### src/rtl/dice_pkg.sv
// Shared types, lookup functions and constants for the dice roll engine
// and its BCD converter.
package dice_pkg;

    typedef enum logic [2:0] {
        D4      = 3'd0,
        D6      = 3'd1,
        D8      = 3'd2,
        D10     = 3'd3,
        D12     = 3'd4,
        D20     = 3'd5,
        FIXED_A = 3'd6,
        FIXED_B = 3'd7
    } dice_t;

    typedef enum logic [2:0] {
        IDLE    = 3'd0,
        DRAW    = 3'd1,
        ADD_MOD = 3'd2,
        BCD     = 3'd3,
        DONE    = 3'd4
    } state_t;

    localparam logic [15:0] LFSR_TAPS_16 = 16'hB400;
    localparam int BCD_DIGITS = 3;

    function automatic logic [4:0] sides(input dice_t t);
        case (t)
            D4:      sides = 5'd4;
            D6:      sides = 5'd6;
            D8:      sides = 5'd8;
            D10:     sides = 5'd10;
            D12:     sides = 5'd12;
            D20:     sides = 5'd20;
            default: sides = 5'd1;
        endcase
    endfunction

    function automatic logic [2:0] sample_width(input dice_t t);
        case (t)
            D4:           sample_width = 3'd2;
            D6, D8:       sample_width = 3'd3;
            D10, D12:     sample_width = 3'd4;
            D20:          sample_width = 3'd5;
            default:      sample_width = 3'd0;
        endcase
    endfunction

    // Feedback masks for a left-shifting Fibonacci LFSR, indexed by width.
    function automatic logic [31:0] lfsr_taps(input int width);
        case (width)
            16:      lfsr_taps = {16'h0000, LFSR_TAPS_16};
            8:       lfsr_taps = 32'h0000_00B8;
            default: lfsr_taps = 32'h0000_0000;
        endcase
    endfunction

endpackage

### src/rtl/dice_roll_engine_bin2bcd.sv
// Sequential shift-and-add-3 binary to BCD converter; one bit per cycle,
// done pulses once all SUM_W bits have been shifted through.
module bin2bcd_seq
    import dice_pkg::*;
#(
    parameter int SUM_W = 8
) (
    input  logic                    clk,
    input  logic                    reset,
    input  logic                    start,
    input  logic [SUM_W-1:0]        bin,
    output logic                    busy,
    output logic                    done,
    output logic [4*BCD_DIGITS-1:0] bcd
);

    localparam int BCD_W = 4 * BCD_DIGITS;
    localparam int SH_W  = BCD_W + SUM_W;
    localparam int CNT_W = $clog2(SUM_W + 1);

    logic [SH_W-1:0]  sh;
    logic [CNT_W-1:0] cnt;
    logic             sat;
    logic [31:0]      bin_ext;

    assign bin_ext = 32'(bin);

    function automatic logic [SH_W-1:0] dabble(input logic [SH_W-1:0] x);
        logic [SH_W-1:0] y;
        y = x;
        for (int d = 0; d < BCD_DIGITS; d++) begin
            if (y[SUM_W + 4*d +: 4] >= 4'd5)
                y[SUM_W + 4*d +: 4] = y[SUM_W + 4*d +: 4] + 4'd3;
        end
        return y << 1;
    endfunction

    // The first dabble step is folded into the load so the whole conversion
    // spans exactly SUM_W cycles including the start cycle.
    always_ff @(posedge clk or posedge reset) begin
        if (reset) begin
            sh   <= '0;
            cnt  <= '0;
            sat  <= 1'b0;
            busy <= 1'b0;
            done <= 1'b0;
        end else begin
            done <= 1'b0;
            if (start) begin
                sh   <= dabble({{BCD_W{1'b0}}, bin});
                cnt  <= CNT_W'(SUM_W - 1);
                sat  <= (bin_ext >= 32'd1000);
                busy <= 1'b1;
            end else if (busy) begin
                sh  <= dabble(sh);
                cnt <= cnt - CNT_W'(1);
                if (cnt == CNT_W'(1)) begin
                    busy <= 1'b0;
                    done <= 1'b1;
                end
            end
        end
    end

    assign bcd = sat ? {BCD_DIGITS{4'h9}} : sh[SH_W-1 -: BCD_W];

endmodule

### src/rtl/dice_roll_engine.sv
// Multi-die roll engine: rejection-sampled faces from a free-running LFSR,
// signed modifier with clamp at 1, critical flags and BCD result.
//   state   | meaning
//   IDLE    | wait for roll_req, latch inputs
//   DRAW    | one LFSR sample per cycle, accept or reject
//   ADD_MOD | add modifier, clamp, start BCD conversion
//   BCD     | wait for converter
//   DONE    | done pulse, publish BCD and crit flags
module dice_roll_engine
    import dice_pkg::*;
#(
    parameter int                LFSR_W   = 16,
    parameter logic [LFSR_W-1:0] SEED     = 16'hACE1,
    parameter int                MAX_DICE = 4,
    parameter int                CNT_W    = 2,
    parameter int                MOD_W    = 6,
    parameter int                SUM_W    = 8
) (
    input  logic             clk,
    input  logic             reset,
    input  logic [2:0]       dice_type,
    input  logic [CNT_W-1:0] dice_count,
    input  logic [MOD_W-1:0] modifier,
    input  logic             roll_req,
    output logic             busy,
    output logic             done,
    output logic [SUM_W-1:0] result,
    output logic [11:0]      result_bcd,
    output logic             crit_max,
    output logic             crit_min,
    output logic             clamped
);

    localparam logic [LFSR_W-1:0] TAPS  = LFSR_W'(lfsr_taps(LFSR_W));
    localparam int                ACC_W = $clog2(MAX_DICE * 20 + 1);

    state_t             state, state_nx;
    logic [LFSR_W-1:0]  lfsr;
    dice_t              type_q;
    logic [CNT_W-1:0]   remaining;
    logic [MOD_W-1:0]   mod_q;
    logic [ACC_W-1:0]   acc;
    logic               cmax_acc, cmin_acc;

    logic [4:0]         n_sides, r, face;
    logic               accept;
    logic [SUM_W:0]     raw;
    logic               raw_low;
    logic [SUM_W-1:0]   sum_clamped;
    logic               bcd_start, bcd_busy, bcd_done;
    logic [11:0]        bcd_val;

    // Fixed-face types have sample width 0 and one side, so r = 0 is always
    // accepted as face 1 without a special case.
    always_comb begin
        n_sides     = sides(type_q);
        r           = lfsr[4:0] & ~(5'h1f << sample_width(type_q));
        accept      = (r < n_sides);
        face        = r + 5'd1;
        raw         = (SUM_W+1)'(acc) + {{(SUM_W+1-MOD_W){mod_q[MOD_W-1]}}, mod_q};
        raw_low     = raw[SUM_W] || (raw == '0);
        sum_clamped = raw_low ? SUM_W'(1) : raw[SUM_W-1:0];
    end

    always_comb begin
        state_nx  = state;
        bcd_start = 1'b0;
        case (state)
            IDLE:    if (roll_req) state_nx = DRAW;
            DRAW:    if (accept && remaining == '0) state_nx = ADD_MOD;
            ADD_MOD: begin
                bcd_start = 1'b1;
                state_nx  = BCD;
            end
            BCD:     if (bcd_done && !bcd_busy) state_nx = DONE;
            DONE:    state_nx = IDLE;
            default: state_nx = IDLE;
        endcase
    end

    always_ff @(posedge clk or posedge reset) begin
        if (reset) state <= IDLE;
        else       state <= state_nx;
    end

    always_ff @(posedge clk or posedge reset) begin
        if (reset) begin
            lfsr       <= SEED;
            type_q     <= D4;
            remaining  <= '0;
            mod_q      <= '0;
            acc        <= '0;
            cmax_acc   <= 1'b0;
            cmin_acc   <= 1'b0;
            busy       <= 1'b0;
            done       <= 1'b0;
            result     <= '0;
            result_bcd <= '0;
            crit_max   <= 1'b0;
            crit_min   <= 1'b0;
            clamped    <= 1'b0;
        end else begin
            lfsr <= {lfsr[LFSR_W-2:0], ^(lfsr & TAPS)};
            busy <= (state_nx != IDLE);
            done <= (state_nx == DONE);
            case (state)
                IDLE: if (roll_req) begin
                    type_q    <= dice_t'(dice_type);
                    remaining <= dice_count;
                    mod_q     <= modifier;
                    acc       <= '0;
                    cmax_acc  <= 1'b1;
                    cmin_acc  <= 1'b1;
                end
                DRAW: if (accept) begin
                    acc      <= acc + ACC_W'(face);
                    cmax_acc <= cmax_acc & (face == n_sides);
                    cmin_acc <= cmin_acc & (face == 5'd1);
                    if (remaining != '0) remaining <= remaining - CNT_W'(1);
                end
                ADD_MOD: begin
                    result  <= sum_clamped;
                    clamped <= raw_low;
                end
                BCD: if (state_nx == DONE) begin
                    result_bcd <= bcd_val;
                    crit_max   <= cmax_acc;
                    crit_min   <= cmin_acc;
                end
                default: ;
            endcase
        end
    end

    bin2bcd_seq #(.SUM_W(SUM_W)) u_bin2bcd (
        .clk   (clk),
        .reset (reset),
        .start (bcd_start),
        .bin   (sum_clamped),
        .busy  (bcd_busy),
        .done  (bcd_done),
        .bcd   (bcd_val)
    );

endmodule

### config.mk
export PLATFORM = sky130hd
export DESIGN_NAME = dice_roll_engine
export DESIGN_NICKNAME = d
export VERILOG_FILES = /design/src/rtl/dice_pkg.sv /design/src/rtl/dice_roll_engine_bin2bcd.sv /design/src/rtl/dice_roll_engine.sv
export SDC_FILE = /design/constraint.sdc
export NUM_CORES = 1
export LEC_CHECK = 0
export BUFFER_PORTS_ARGS = -buffer_cell sky130_fd_sc_hd__buf_2
export CELL_PAD_IN_SITES_DETAIL_PLACEMENT = 0
export CELL_PAD_IN_SITES_GLOBAL_PLACEMENT = 1
export CORE_MARGIN = 2
export CORE_UTILIZATION = 25
export DETAILED_ROUTE_END_ITERATION = 6
export PLACE_DENSITY = 0.53
export RECOVER_POWER = 50
export SLEW_MARGIN = 20
export SYNTH_ARGS = -nofsm -noshare
export SYNTH_HDL_FRONTEND = slang
export SYNTH_SLANG_ARGS = --single-unit
### constraint.sdc
create_clock -name clk -period 2.9 [get_ports clk]
set_input_delay 0.145 -clock clk [delete_from_list [all_inputs] [get_ports clk]]
set_output_delay 0.145 -clock clk [all_outputs]
set_load 0.05 [all_outputs]
# After elaboration in Yosys (flattened, before gate mapping)
# Index checks and enable logic that the tools add are counted.
[word_totals]
ff_bits = 91
inputBits = 14
out_inout_bits = 25
word_cells = 106
[classes]
n_addsub = 8
order_cmp = 5
eq_ne = 15
shift = 1
muxes = 34
bitwise = 4
n_reduce_logical = 19
[ops]
columns = ["cell", "n"]
rows = [
  ["$mux 20", 2],
  ["$pmux 5 s6", 1],
  ["$pmux 3 s4", 2],
  ["$mux 4", 4],
  ["$reduce_xor 16->1", 1],
  ["$mux 7", 2],
  ["$pmux 7 s2", 1],
  ["$eq 3x2->1 const B", 4],
  ["$ge 4x3->1 const B", 3],
  ["$mux 12", 1],
  ["$mux 3", 4],
  ["$ge 8x10->1 const B", 1],
  ["$mux 1", 10],
  ["$add 8x6->9", 1],
  ["$eq 3x3->1 const B", 3],
  ["$logic_not 9->1", 1],
  ["$add 4x2->4 const B", 2],
  ["$mux 8", 1],
  ["$add 7x5->7", 1],
  ["$eq 3x1->1 const B", 2],
  ["$logic_not 3->1", 2],
  ["$mux 2", 3],
  ["$ne 2x2->1 const B", 3],
  ["$reduce_bool 2->1", 3],
  ["23 further kinds", 28],
]

# Longest topological paths before layout
[depth]
ltp_word = 12
mapped_depth = 12
mapped_depth_nobuf = 11

# By module
# A second synthesis with hierarchy kept.
[unflattened]
hier_cells = 449
area_unflattened_um2 = 4707.0
[modules_own_cells]
columns = ["module", "n_inst", "cells_per_inst", "area_each_um2", "seq_area_each_um2"]
rows = [
  ["dice_roll_engine", 1, 299, 3259.4, 1611.5],
  ["bin2bcd_seq", 1, 150, 1447.6, 625.6],
]

# Least setup slack after synthesis
# No wires, ideal clock.
[synth_path]
path_kind = "register to register"
startpoint = "reg type_q[0]"
endpoint = "reg remaining[0]"
setup_ns = 0.083
t_arrival_ns = 2.411
required_ns = 2.817
path_slack_ns = 0.407
stages_incl_launch_ff = 11
n_path_buf = 1
period_less_slack_ns = 2.493
path_cell_list = "dfrtp_1 -> or3_1 -> and3_1 -> buf_6 -> ha_1 -> a21o_1 -> a31oi_1 -> o211ai_1 -> o21ai_0 -> o21ai_0 -> o21ai_0"
[synth_between]
elab_chain_cells = 9
elab_cells_between_ends = 16
classes_between = "order compare: 1; eq/ne: 6; shift: 1; mux: 2; bitwise: 2; reduce/logical: 4"
[synth_lines]
columns = ["item", "line", "rtl"]
rows = [
  ["start: declaration", "dice_roll_engine.sv:39", "dice_t type_q;"],
  ["start signal: assignment", "dice_roll_engine.sv:108", "type_q <= dice_t'(dice_type);"],
  ["$eq 3x2->1, or another cell as far along", "dice_pkg.sv:28, dice_pkg.sv:40", ""],
  ["$reduce_or 2->1", "dice_pkg.sv:40", "case (t)"],
  ["$pmux 3 s4", "dice_pkg.sv:40", ""],
  ["$shl 5x3->5", "dice_roll_engine.sv:57", "r = lfsr[4:0] & ~(5'h1f << sample_width(type_q));"],
  ["$not 5->5", "dice_roll_engine.sv:57", ""],
  ["$and 5x5->5", "dice_roll_engine.sv:57", ""],
  ["$lt 5x5->1 (*)", "dice_roll_engine.sv:58", "accept = (r < n_sides);"],
  ["$ne 2x2->1 (no line) (*)", "n/a", ""],
  ["$reduce_and 4->1 (no line) (*)", "n/a", ""],
  ["end signal: assignment", "dice_roll_engine.sv:109", "remaining <= dice_count;"],
  ["end signal: assignment", "dice_roll_engine.sv:119", "if (remaining != '0) remaining <= remaining - CNT_W'(1);"],
  ["end: declaration", "dice_roll_engine.sv:40", "logic [CNT_W-1:0] remaining;"],
]
# Mark *: on every way between the ends. The rest lies on a longest branch, timed or not.
# A chain may end at the register's enable or synchronous reset.

# Worst setup path in the final report
[layout_path]
startpoint = "reg type_q[2]"
endpoint = "reg acc[6]"
[layout_between]
elab_chain_cells = 10
elab_cells_between_ends = 20
classes_between = "add/sub: 2; order compare: 1; eq/ne: 6; shift: 1; mux: 4; bitwise: 2; reduce/logical: 4"
[layout_lines]
columns = ["item", "line", "rtl"]
rows = [
  ["$eq 3x2->1, or another cell as far along", "dice_pkg.sv:28, dice_pkg.sv:40", ""],
  ["$reduce_or 2->1", "dice_pkg.sv:40", ""],
  ["$pmux 3 s4", "dice_pkg.sv:40", ""],
  ["$shl 5x3->5", "dice_roll_engine.sv:57", ""],
  ["$not 5->5", "dice_roll_engine.sv:57", ""],
  ["$and 5x5->5", "dice_roll_engine.sv:57", ""],
  ["$add 5x1->5", "dice_roll_engine.sv:59", "face = r + 5'd1;"],
  ["$add 7x5->7", "dice_roll_engine.sv:116", "acc <= acc + ACC_W'(face);"],
  ["$mux 7", "dice_roll_engine.sv:115", "DRAW: if (accept) begin"],
  ["$pmux 7 s2", "dice_roll_engine.sv:106", "case (state)"],
  ["end signal: assignment", "dice_roll_engine.sv:116", ""],
  ["end: declaration", "dice_roll_engine.sv:42", "logic [ACC_W-1:0] acc;"],
]
# Parallel ways exist; a longest one is shown, timed or not. The select of a mux whose other input is x is not followed.

==> flow_summary.yaml <==
clocking:
  htree_levels: 3
  cts_buffers: 9
  clockBufferDepth: 2
  holdBufCountCts: 7
  cts_resized: 0
  path_clk_slew_ns: 0.06
  clk_latency_ns: 0.34
  clock-root-buffer: "clkbuf_16"
  post_cts_buffers: 0
  cts_num_sinks: 89
  cts_tree: "yes"
min_path:
  hp-start: "dice_type[2]"
  min_path_type: "in2reg"
  hold_depth: 3
  min_to: "type_q[2]$_DFFE_PP0P_"
critical_path:
  crit_type: "reg2reg"
  start_kind: "flip-flop"
  rrSetupSlack_ns: 0.29
  cp.required_ns: 3.17
  end_kind: "flip-flop"
  r2r.worst_path.cells: 11
  reg2reg_from: "type_q[2]$_DFFE_PP0P_"
  crit_fanout: 6
  worstReg2RegEnd: "acc[6]$_DFFE_PP0P_"
  cp.arrival_ns: 2.88
routing:
  vias_per_cell: 4.40
  drt-pass1-iter-count: 4
  top_layer: "met4"
  remaining_drc_errors: 0
  drt-met1-wl_um: 4800
  dr_total_vias: 3180
  wl_met2_um: 4680
  wl_met3_um: 351
  routed_wl_um: 9950
  first_iter_violations: 82
  wl_per_cell_um: 13.8
  final_antenna_net_count: 0
floorplan:
  fp.dieW_um: 138
  die_h_um: 138
  initial_utilization_pct: 25.7
  row_count: 48
  coreArea_mm2: 0.0174
  die_area_mm2: 0.0190
  io_pins: 39
synth:
  synth_edf_count: 0
  ys_seq_area_share_pct: 50.1
  synthCells: 441
  ys_types: 51
  yosys_warnings: 0
  async_reset_ff_share_pct: 100
  syn_nets: 485
  syn_area_mm2: 0.00447
  ys.flop_type: "dfrtp_1"
  syn_avg_cell_area_um2: 10.1
  ys_ff_latch: 89
layout:
  syn_to_final_growth_pct: 17.8
  fin_nets: 536
  antenna_cells: 0
  drive_above_1_share_pct: 13.1
global_route:
  grt_max_degree: 53
  grtUsageTotal_pct: 11.6
  antenna_found_initial: 0
  grt_pass1_wl_um: 16900
  grt_overflow: 0
  grt_pass1_vias: 3237
sta:
  holdWs_ns: 0.00803
  setup_viol: 0
  postLayoutSetupSlackWorst_ns: 0.288
  fmax_mhz: 383
  grt_setup_unrepaired: "false"
  skew_ns: 0.00628
  fin_setup_tns_ns: 0
  min_period_ns: 2.61
  slew_headroom_pct: -16.4
  drv_slew: 39
  period_share_pct: 90.1
  hold_viol_final: 0
  worst_pin_slew_ns: 1.74
power_and_ir_drop:
  ir_drop_mv: 0.413
  leakage_nw: 2.53
  powerDensity_mw_per_mm2: 1050
place:
  place_congestion: 0.827
  dpl.hpwl_um: 7020
  pre_cts_slack_ns: 0.334
  port_buffers: 38
run_status:
  violations: "max-capacitance violations, max-slew violations"
  status: "finished with violations"
flow_run:
  maxCapViolCount: 1
==> layout by cell type, fill, tap and decap left out, types with 3 or more instances in the layout <==
master,Yosys,layout
a21o_1,5,5
a21oi_1,21,21
a31oi_1,3,3
buf_2,3,13
buf_4,0,9
clkbuf_1,12,29
clkbuf_16,0,9
dfrtp_1,81,81
dfstp_2,8,6
dlygate4sd3_1,0,7
ha_1,28,28
inv_1,28,27
mux2_2,15,15
mux2i_1,13,13
nand2_1,67,67
nand2b_1,9,9
nand3_1,17,17
nor2_1,28,28
nor3_1,5,5
o21ai_0,34,34
o221ai_1,3,3
xnor2_1,14,14
xor2_1,9,9
==> worst max-delay path: stages (launching register included) <==
cell	delay [ns]
dfrtp_1	0.41
nand2_1	0.20
nand2_1	0.14
ha_1	0.38
inv_1	0.08
fa_1	0.44
inv_1	0.07
a21oi_1	0.06
o21bai_1	0.21
a21oi_1	0.10
nor3b_1	0.26
mux2i_1	0.21
==> final cells by class <==
cell class	count	area [um2]
clock inverters	4	30.0
inverters	29	110
well taps	225	282
fillers	1825	12100
flip-flops and latches	89	2240
repair buffers	57	312
clock buffers	12	246
multi-input cells	306	2050
==> logic make-up (layout without fill, tap and decap cells) <==
logic type,Yosys count,count (layout),synth area share (%)
adders and majority gates,30,30,8.74
xor gates and xnor gates,23,23,4.51
and+or+nand+nor,144,144,14.9
AOI/OAI and AO/OA,81,81,11.0
DFF,89,89,50.1
muxes,28,28,6.69
buffers and inverters,46,102,4.12
==> sequential cells by signal (all words and copies together) (netlist names), 2 cells and up <==
| name | flops |
|---|---|
| result_bcd | 12 |
| mod_q | 6 |
| remaining | 2 |
| u_bin2bcd.sh | 19 |
| lfsr | 16 |
| u_bin2bcd.cnt | 4 |
| result | 8 |
| state | 3 |
| type_q | 3 |
| acc | 7 |
==> through the flow <==
step / util, % / std cells / total power [mW] / cell area [um2]
after floorplan: - / 441 / 3.84 / 4470
final: 30.3 / 722 / 5.52 / 5260
after detailed placement: 28.7 / 699 / 4.50 / 4970
after global placement: 28.7 / 699 / 4.46 / 4970
after global routing: 30.3 / 722 / 6.04 / 5260
after CTS: 30.7 / 722 / 5.65 / 5320
==> where the power goes <==
group          leakage [nW]  switching [mW]  internal, mW  total [mW]
clock network         0.133           0.496         0.608        1.10
registers              1.13           0.319          1.63        1.95
logic                  1.27            1.58         0.885        2.47
==> Yosys cell counts, drive strengths merged (2+ instances only) <==
cell type	number	area, um2
dfrtp	81	2030
fa	2	40.0
buf	5	30.0
nor4b	2	17.5
a31oi	3	18.8
o21bai	2	15.0
inv	28	105
o221ai	3	26.3
a21oi	21	105
mux2i	13	130
nor2	28	105
a21o	5	37.5
xor2	9	78.8
or3	2	12.5
ha	28	350
clkbuf	12	45.0
nand3	17	85.1
nor2b	2	12.5
o21ai	35	175
nand2	67	251
nor3b	3	27.5
nor3	5	25.0
nand2b	9	56.3
o31a	2	18.8
dfstp	8	210
a211oi	3	27.5
mux2	15	169
xnor2	14	123
==> how the worst max path moves through the flow <==
stage                          start                        to  slack (ns)  cells after the start
4_1_cts        type_q[2]$_DFFE_PP0P_        acc[6]$_DFFE_PP0P_        0.31                     11
3_5_place_dp   type_q[1]$_DFFE_PP0P_        acc[6]$_DFFE_PP0P_        0.33                      9
2_1_floorplan  type_q[0]$_DFFE_PP0P_  remaining[0]$_DFFE_PP0P_        0.41                     10
6_report       type_q[2]$_DFFE_PP0P_        acc[6]$_DFFE_PP0P_        0.29                     11
5_1_grt        type_q[2]$_DFFE_PP0P_        acc[6]$_DFFE_PP0P_        0.07                     11
3_3_place_gp   type_q[2]$_DFFE_PP0P_        acc[6]$_DFFE_PP0P_        0.36                     11
==> routing by layer <==
layer | GRT usage, % | vias up
met5 | 0 | -
met4 | 3.26 | 0
met3 | 2.98 | 9
met2 | 18.7 | 42
met1 | 15.4 | 1533
li1 | - | 1596
Power figures use the tool's default switching activity.
